--- src/rtl/alu_ctrl_decoder.sv ---
// Decode/issue stage for the 8-bit ALU: registers the control word into the ID/EX slot
// and owns the carry flag. Optional illegal-opcode trap FSM: ALU_ILLEGAL_TRAP_EN.
module alu_ctrl_decoder #(
  parameter int INSTR_W = 8,
  parameter int RA_W    = 2
) (
  input  logic               clk,
  input  logic               rst_n,
  input  logic               in_valid,
  output logic               in_ready,
  input  logic [INSTR_W-1:0] in_instr,
  input  logic               flush,
  output logic               out_valid,
  input  logic               out_ready,
  output logic [5:0]         out_ctrl,
  output logic               out_carryin,
  output logic [RA_W-1:0]    out_rd,
  output logic [RA_W-1:0]    out_rs,
  output logic               out_rd_we,
  input  logic               alu_carryout,
  output logic               c_flag,
  output logic               illegal,
  output logic               trap,
  input  logic               trap_clear
);

  typedef enum logic [0:0] {RUN = 1'b0, TRAP = 1'b1} state_e;

  state_e            state_q, state_d;
  logic              valid_q, valid_d;
  logic [5:0]        ctrl_q, ctrl_d;
  logic              cin_q, cin_d;
  logic [RA_W-1:0]   rd_q, rd_d, rs_q, rs_d;
  logic              we_q, we_d;
  logic              setsc_q, setsc_d;
  logic              c_q, c_d;
  logic              ill_q, ill_d;

  logic [3:0]        opcode_s;
  logic              fire_s, accept_s, cf_s;
  logic              dec_slot_s, dec_cin_s, dec_we_s, dec_setsc_s;
  logic              dec_clc_s, dec_sec_s, dec_ill_s;
  logic [5:0]        dec_ctrl_s;

  assign opcode_s = in_instr[INSTR_W-1 -: 4];
  assign fire_s   = valid_q & out_ready;
  assign in_ready = (~valid_q | out_ready) & ~flush & (state_q == RUN);
  assign accept_s = in_valid & in_ready;
  // Forward the retiring op's carry so ADC/SBC never need to stall behind ADD/SUB.
  assign cf_s     = (fire_s & setsc_q) ? alu_carryout : c_q;

  // Opcode table decode
  always_comb begin
    dec_slot_s  = 1'b0;
    dec_ctrl_s  = 6'b000000;
    dec_cin_s   = 1'b0;
    dec_we_s    = 1'b0;
    dec_setsc_s = 1'b0;
    dec_clc_s   = 1'b0;
    dec_sec_s   = 1'b0;
    dec_ill_s   = 1'b0;
    case (opcode_s)
      4'h0: dec_slot_s = 1'b0;
      4'h1: begin dec_slot_s = 1'b1; dec_ctrl_s = 6'b000000; dec_cin_s = 1'b0; dec_we_s = 1'b1; dec_setsc_s = 1'b1; end
      4'h2: begin dec_slot_s = 1'b1; dec_ctrl_s = 6'b000000; dec_cin_s = cf_s; dec_we_s = 1'b1; dec_setsc_s = 1'b1; end
      4'h3: begin dec_slot_s = 1'b1; dec_ctrl_s = 6'b010000; dec_cin_s = 1'b1; dec_we_s = 1'b1; dec_setsc_s = 1'b1; end
      4'h4: begin dec_slot_s = 1'b1; dec_ctrl_s = 6'b010000; dec_cin_s = cf_s; dec_we_s = 1'b1; dec_setsc_s = 1'b1; end
      4'h5: begin dec_slot_s = 1'b1; dec_ctrl_s = 6'b001000; dec_cin_s = 1'b0; dec_we_s = 1'b1; dec_setsc_s = 1'b0; end
      4'h6: begin dec_slot_s = 1'b1; dec_ctrl_s = 6'b001100; dec_cin_s = 1'b0; dec_we_s = 1'b1; dec_setsc_s = 1'b0; end
      4'h7: begin dec_slot_s = 1'b1; dec_ctrl_s = 6'b010011; dec_cin_s = 1'b1; dec_we_s = 1'b1; dec_setsc_s = 1'b1; end
      4'h8: begin dec_slot_s = 1'b1; dec_ctrl_s = 6'b000011; dec_cin_s = 1'b0; dec_we_s = 1'b1; dec_setsc_s = 1'b1; end
      4'h9: begin dec_slot_s = 1'b1; dec_ctrl_s = 6'b010001; dec_cin_s = 1'b0; dec_we_s = 1'b1; dec_setsc_s = 1'b0; end
      4'hA: begin dec_slot_s = 1'b1; dec_ctrl_s = 6'b010000; dec_cin_s = 1'b1; dec_we_s = 1'b0; dec_setsc_s = 1'b1; end
      4'hB: dec_clc_s = 1'b1;
      4'hC: dec_sec_s = 1'b1;
      default: dec_ill_s = 1'b1;
    endcase
  end

  // Slot, carry flag, illegal pulse and trap FSM next state
  always_comb begin
    valid_d = valid_q;
    ctrl_d  = ctrl_q;
    cin_d   = cin_q;
    rd_d    = rd_q;
    rs_d    = rs_q;
    we_d    = we_q;
    setsc_d = setsc_q;
    c_d     = c_q;
    state_d = state_q;
    ill_d   = accept_s & dec_ill_s;

    if (accept_s & dec_slot_s) begin
      valid_d = 1'b1;
      ctrl_d  = dec_ctrl_s;
      cin_d   = dec_cin_s;
      rd_d    = in_instr[2*RA_W-1 -: RA_W];
      rs_d    = in_instr[RA_W-1:0];
      we_d    = dec_we_s;
      setsc_d = dec_setsc_s;
    end else if (fire_s | flush) begin
      valid_d = 1'b0;
    end else begin
      valid_d = valid_q;
    end

    if (accept_s & dec_clc_s) begin
      c_d = 1'b0;
    end else if (accept_s & dec_sec_s) begin
      c_d = 1'b1;
    end else if (fire_s & setsc_q) begin
      c_d = alu_carryout;
    end else begin
      c_d = c_q;
    end

`ifdef ALU_ILLEGAL_TRAP_EN
    case (state_q)
      RUN:     if (accept_s & dec_ill_s) state_d = TRAP; else state_d = RUN;
      TRAP:    if (trap_clear) state_d = RUN; else state_d = TRAP;
      default: state_d = RUN;
    endcase
`else
    state_d = RUN;
`endif
  end

`ifndef ALU_ILLEGAL_TRAP_EN
  logic unused_trap_clear_s;
  assign unused_trap_clear_s = trap_clear;
`endif

  // Registered state
  always_ff @(posedge clk or negedge rst_n) begin
    if (!rst_n) begin
      state_q <= RUN;
      valid_q <= 1'b0;
      ctrl_q  <= 6'b000000;
      cin_q   <= 1'b0;
      rd_q    <= '0;
      rs_q    <= '0;
      we_q    <= 1'b0;
      setsc_q <= 1'b0;
      c_q     <= 1'b0;
      ill_q   <= 1'b0;
    end else begin
      state_q <= state_d;
      valid_q <= valid_d;
      ctrl_q  <= ctrl_d;
      cin_q   <= cin_d;
      rd_q    <= rd_d;
      rs_q    <= rs_d;
      we_q    <= we_d;
      setsc_q <= setsc_d;
      c_q     <= c_d;
      ill_q   <= ill_d;
    end
  end

  assign out_valid   = valid_q;
  assign out_ctrl    = ctrl_q;
  assign out_carryin = cin_q;
  assign out_rd      = rd_q;
  assign out_rs      = rs_q;
  assign out_rd_we   = we_q;
  assign c_flag      = c_q;
  assign illegal     = ill_q;
  assign trap        = (state_q == TRAP);

endmodule

--- config.mk ---
export PLATFORM = sky130hd
export DESIGN_NAME = alu_ctrl_decoder
export DESIGN_NICKNAME = d
export VERILOG_FILES = /design/src/rtl/alu_ctrl_decoder.sv
export SDC_FILE = /design/constraint.sdc
export NUM_CORES = 1
export LEC_CHECK = 0
export ABC_AREA = 1
export CORE_MARGIN = 2
export CORE_UTILIZATION = 40
export CTS_CLUSTER_DIAMETER = 120
export DETAILED_ROUTE_END_ITERATION = 7
export HOLD_SLACK_MARGIN = 0.1
export PLACE_DENSITY = 0.78
export SYNTH_ARGS = -nofsm -noshare
export SYNTH_HDL_FRONTEND = slang
export SYNTH_SLANG_ARGS = --single-unit
export TNS_END_PERCENT = 1
--- constraint.sdc ---
create_clock -name clk -period 1.2 [get_ports clk]
set_input_delay 0.18 -clock clk [delete_from_list [all_inputs] [get_ports clk]]
set_output_delay 0.18 -clock clk [all_outputs]
set_load 0.1 [all_outputs]
==> impl_metrics.tcl, run 1 <==
set metrics [dict create \
    setup_viol 16 \
    io_buffers 28 \
    postLayoutCoreUtil_pct 74.41 \
    grt_pass1_wl_mm 4.181 \
    grt_max_degree 14 \
    vias_per_cell 4.837 \
    slowest_delay_ns 0.48 \
    setup_slack_ns -0.2351 \
    path_clk_slew_ns 0.08 \
    p_per_area_nw_per_um2 1544 \
    synth_area_um2 914.6 \
    cts_sinks 15 \
    ys_top_cells_by_area "dfrtp_1 41%, nand2_1 17%, nand3_1 8.8%" \
    antenna_left 0 \
    status "complete, but fails checks" \
    syn_avg_cell_area_um2 7.436 \
    fin_skew_ns 0.003497 \
    grt_util_all_layers_pct 21.04 \
    drt_wl_total_mm 2.660 \
    synth-compound-area-share_pct 3.146 \
    synth_fa_ha_area_share_pct 0 \
    wl_per_cell_um 13.10 \
    yosysWarnings 0 \
    dieArea_um2 2685 \
    synth_seq_cells 15 \
    fin_nets 191 \
    num_antenna_cells 0 \
    synth_edf_count 0 \
    finalHoldViolations 0 \
    cts_tree "yes" \
    path_cells "inv_2 > nor2_2 > nor2_4 > buf_6 > buf_12" \
    p_leak_uw 0.0008244 \
    synthXorXnorAreaFrac_pct 0 \
    violations "setup timing" \
    clockBufferDepth 2 \
    synth-main-ff-cell "dfrtp_1" \
    ioPinCount 32 \
    synth.top_cells.by_count "41 x nand2_1, 16 x nand3_1, 15 x dfrtp_1, 11 x nor2_1" \
    yosysTopAreaCellShare_pct 41.04 \
    worstPathArrival_ns 1.26 \
    synthCells 123 \
    rsz0062_at_grt "true" \
    tns_ns -2.060 \
    clockRootBuffer "clkbuf_4" \
    period_share_pct 119.6 \
    grt_remaining_overflow 0 \
    area_growth_pct 78.25 \
    cts-hold-fix-buffers 0 \
    place.gp.congestion 0.7865 \
    grt_pass1_vias 955 \
    end_kind "primary output" \
    initial_core_util_pct 41.75 \
    muxShareOfSynthArea_pct 0 \
    slew_viol_final 0 \
    via_count 982 \
    first_pass_iters 5 \
    place_hpwl_mm 2.138 \
    total_power_uw 2518 \
    min_path_type "input port to asynchronous set/reset pin" \
    synth-seq-area-share_pct 41.04 \
    place_area_um2 1546 \
    core-area_um2 2191 \
    rows 17 \
    synth.distinct_cells 21 \
    ctsHtreeMaxLevel 1 \
    die_y_um 51.82 \
    fin_area_um2 1630 \
    critPathKind "flop to primary output" \
    path_max_fanout 2 \
    clock.fmax_mhz 696.8 \
    yosysTopAreaCell "dfrtp_1" \
    fp.dieW_um 51.82 \
    drc_errors 0 \
    vdd_drop_max_uv 1035 \
    timing.hold.ws_ns 0.1154 \
    drive_gt1_share_pct 44.57 \
    cts_buffers 3 \
    clk_latency_ns 0.28 \
    worst_ep_required_time_ns 1.02 \
    cpMaxStageDelayCell "dfrtp_4" \
    synth_top_family_by_area "simple AND/OR/NAND/NOR gates" \
    period_minus_slack_ns 1.435 \
    synth-async-reset-ratio_pct 100.0 \
    synth_simple_gate_area_share_pct 47.06 \
    yosysMostFrequentCell "nand2_1" \
    drv_cap 0 \
    antenna_found_initial 0 \
    drt_iter0_markers 21 \
    start_kind "flop" \
]
-- per-layer routing --
layer / vias up / share of wire, % / global-route usage [%]
met5: - / 0 / 0
met4: 0 / 1.1 / 6.140
met3: 5 / 4.3 / 2.874
met2: 41 / 53 / 39.45
met1: 450 / 41 / 24.49
li1: 486 / - / -
-- cell usage in the layout, fill, tap and decap left out, drive strengths merged, types with 2 or more instances in the layout --
cell type	n
conb	2
dlygate4sd2	3
dfrtp	15
clkdlybuf4s50	9
nor2	15
nand3	18
nand2	51
buf	37
clkbuf	4
clkinvlp	2
inv	11
nor3	2
-- power by group --
group / switching [uW] / internal (uW)
Clock: 154 / 129
Sequential: 117 / 604
Combinational: 981 / 533
Total: 1250 / 1270
-- sequential cells by signal, summed over array words and instances (netlist names) --
name and count:
c_flag 1, illegal 1, out_carryin 1, out_ctrl 5, out_rd 2, out_rd_we 1
out_rs 2, out_valid 1, setsc_q 1
-- final timing paths --
check / startpoint / to / cells after the start / slack (ns)
worst max-delay path: out_valid / in_ready / 5 / -0.24
min in group clk: in_instr[6] / illegal / 4 / 0.41
worst min register to register: setsc_q / setsc_q / 2 / 0.52
max in group asynchronous: rst_n / out_rs[0] / 2 / 0.67
worst max register to register: out_valid / out_ctrl[4] / 8 / -0.16
worst min-delay path: rst_n / setsc_q / 1 / 0.12
-- through the flow --
step,worst slack [ns],std cells
after floorplan,-0.7640,124
after global placement,-0.3994,198
after detailed placement,-0.4573,198
after CTS,-0.2067,202
after global routing,-0.2741,203
final,-0.2351,203
-- critical path, delay by kind of cell, from the launching register on --
family | cells | cell delay, ns
AND/OR/NAND/NOR | 2 | 0.16
flip-flops | 1 | 0.48
buffers and inverters | 3 | 0.34
-- cell families (layout without fill, tap and decap cells) --
group,count (synthesis),count (layout)
buf+inv,16,67
compound gates,3,3
flops,15,15
other cells,1,2
simple gates,88,88
-- final cells by class --
class,count,area [um^2]
fill,159,560.5
timing repair inverter,1,7.507
tap,28,35.03
inverter,12,48.80
sequential,15,379.1
clock buffer,4,26.28
timing repair buffer,50,610.6
multi-input combinational,93,523.0
-- timing repair --
action                                  in CTS  in global routing
setup buffers                                0                  0
endpoints found under the setup margin      16                 17
gates resized for setup                      5                 13
pin swaps                                    1                  1
cloned                                       0                  1
Power figures use the tool's default switching activity.
==> inputs of run 2 (changes only) <==
CAP_MARGIN = 30   (was unset)
CORE_MARGIN = unset   (was 2)
==> run 2 against run 1 <==
Net effect: register-to-register slack lost 0.04 ns; design area shrank 2.4%; non-clock buffer count is the same; final cell count shrank 0.99%; maximum frequency shrank 1.3%; core utilization grew 2.8 points; combinational power is essentially flat; clock power grew 5%; first-iteration DRC count shrank 33%; clock-buffer cell count is the same; global-route usage grew 3.8 points; hold slack gained 0.34 ns; the run still ends with setup timing left.
==> impl_metrics.tcl, run 2 (synthesis results as in run 1) <==
set metrics [dict create \
    drt_iter0_markers 14 \
    clock.fmax_mhz 687.5 \
    cts_buffers 3 \
    stdcell_count 201 \
    fillers 153 \
    cts_tree "yes" \
    fp.dieW_um 49.82 \
    clockRootBuffer "clkbuf_4" \
    start_kind "flop" \
    antenna_left 0 \
    wl_met3_um 99 \
    p_per_area_nw_per_um2 1576 \
    core-area_um2 2062 \
    slew_viol_final 0 \
    end_kind "primary output" \
    ctsHtreeMaxLevel 1 \
    routed.top_layer "met4" \
    period_share_pct 121.2 \
    dp.cells 195 \
    rsz0062_at_grt "true" \
    grt_max_degree 14 \
    drv_cap 0 \
    place.gp.congestion 0.8669 \
    fin_skew_ns 0.0006732 \
    drt_wl_total_mm 2.647 \
    ioPinCount 32 \
    setup_viol 16 \
    violations "setup timing" \
    p_leak_uw 0.0008048 \
    finalHoldViolations 0 \
    grt_util_all_layers_pct 24.89 \
    vias_per_cell 4.811 \
    min_path_type "input port to flop" \
    worst_ep_required_time_ns 1.02 \
    critPathKind "flop to primary output" \
    first_pass_iters 4 \
    antenna_found_initial 0 \
    grt_remaining_overflow 0 \
    clk_latency_ns 0.29 \
    cts_sinks 15 \
    fin_nets 190 \
    wl_per_cell_um 13.17 \
    wl_met2_mm 1.463 \
    path_max_fanout 2 \
    rows 16 \
    grt_pass1_wl_mm 4.512 \
    num_antenna_cells 0 \
    grt_pass1_vias 966 \
    drive_gt1_share_pct 39.08 \
    vdd_drop_max_uv 1024 \
    area_growth_pct 74.01 \
    largest_register_ffs 5 \
    place_hpwl_mm 2.206 \
    path_clk_slew_ns 0.09 \
    drc_errors 0 \
    via_count 967 \
    worstPathArrival_ns 1.27 \
    dieArea_um2 2482 \
    die_y_um 49.82 \
    clockBufferDepth 2 \
    wl_met1_mm 1.035 \
    initial_core_util_pct 44.36 \
    status "complete, but fails checks" \
    period_minus_slack_ns 1.455 \
    final_cell_mix "40 x nand2_1, 18 x buf_4, 16 x nand3_1, 16 x buf_12, 14 x dfrtp_1" \
    setup_slack_ns -0.2545 \
    timing.hold.ws_ns 0.4569 \
    final_common_cell "nand2_1" \
    io_buffers 28 \
]
run 2: cell count changes in the layout (fill, tap and decap cells not counted), moves of 2 or more:
cell and delta:
dlygate4sd2_1 -3, nand2_2 -4, buf_4 -2, nand2_1 +5, clkdlybuf4s50_1 +4
run 2: area by class of cell:
cell class / count / area (um^2) / area share (%)
well taps: 27 / 33.78 / 2.123
clock buffers: 4 / 26.28 / 1.651
multi-input cells: 93 / 485.5 / 30.50
flip-flops and latches: 15 / 379.1 / 23.82
repair buffers: 50 / 618.1 / 38.84
inverters: 12 / 48.80 / 3.066
run 2: timing repair:
action,4_1_cts,5_1_grt
setup buffers,1,0
endpoints found under the hold margin,0,3
hold buffers,0,1
endpoints found under the setup margin,17,17
gates resized for setup,3,1
pin swaps,1,0
run 2: stage by stage:
stage | worst slack (ns) | instance area [um^2] | power [uW] | util, % | TNS, ns
6_report | -0.2545 | 1592 | 2509 | 77.18 | -2.729
5_1_grt | -0.3113 | 1592 | 2621 | 77.18 | -4.042
4_1_cts | -0.2628 | 1575 | 2521 | 76.40 | -2.786
3_5_place_dp | -0.4475 | 1530 | 2212 | 74.21 | -6.396
3_3_place_gp | -0.4018 | 1530 | 2173 | 74.21 | -5.770
2_1_floorplan | -0.7640 | 934.6 | 1583 | - | -10.75
run 2: report_power, final:
group          internal (uW)  total [uW]  switching, uW  leakage (uW)
clock network            130         297            168     0.0000150
logic                    529        1490            966      0.000597
registers                604         717            113      0.000193
run 2: routing by layer:
layer,GRT usage (%),vias up
li1,-,482
met1,27.36,450
met2,43.92,29
met3,8.025,6
met4,9.524,0
met5,0,-
run 2: path summary, 6_finish.rpt:
kind / startpoint / to / slack (ns) / depth (start not counted)
worst max-delay path: out_valid / in_ready / -0.25 / 5
max in group asynchronous: rst_n / out_rd[1] / 0.14 / 3
worst min-delay path: in_instr[3] / out_rd[1] / 0.46 / 3
worst max register to register: out_valid / out_rd[0] / -0.20 / 7
min in group asynchronous: rst_n / illegal / 0.65 / 2
worst min register to register: setsc_q / setsc_q / 0.53 / 2
run 2: critical path: stages (launching register included):
cell     delay, ns
dfrtp_4       0.49
inv_2         0.06
nor2_2        0.04
nor2_4        0.12
buf_6         0.12
buf_12        0.16
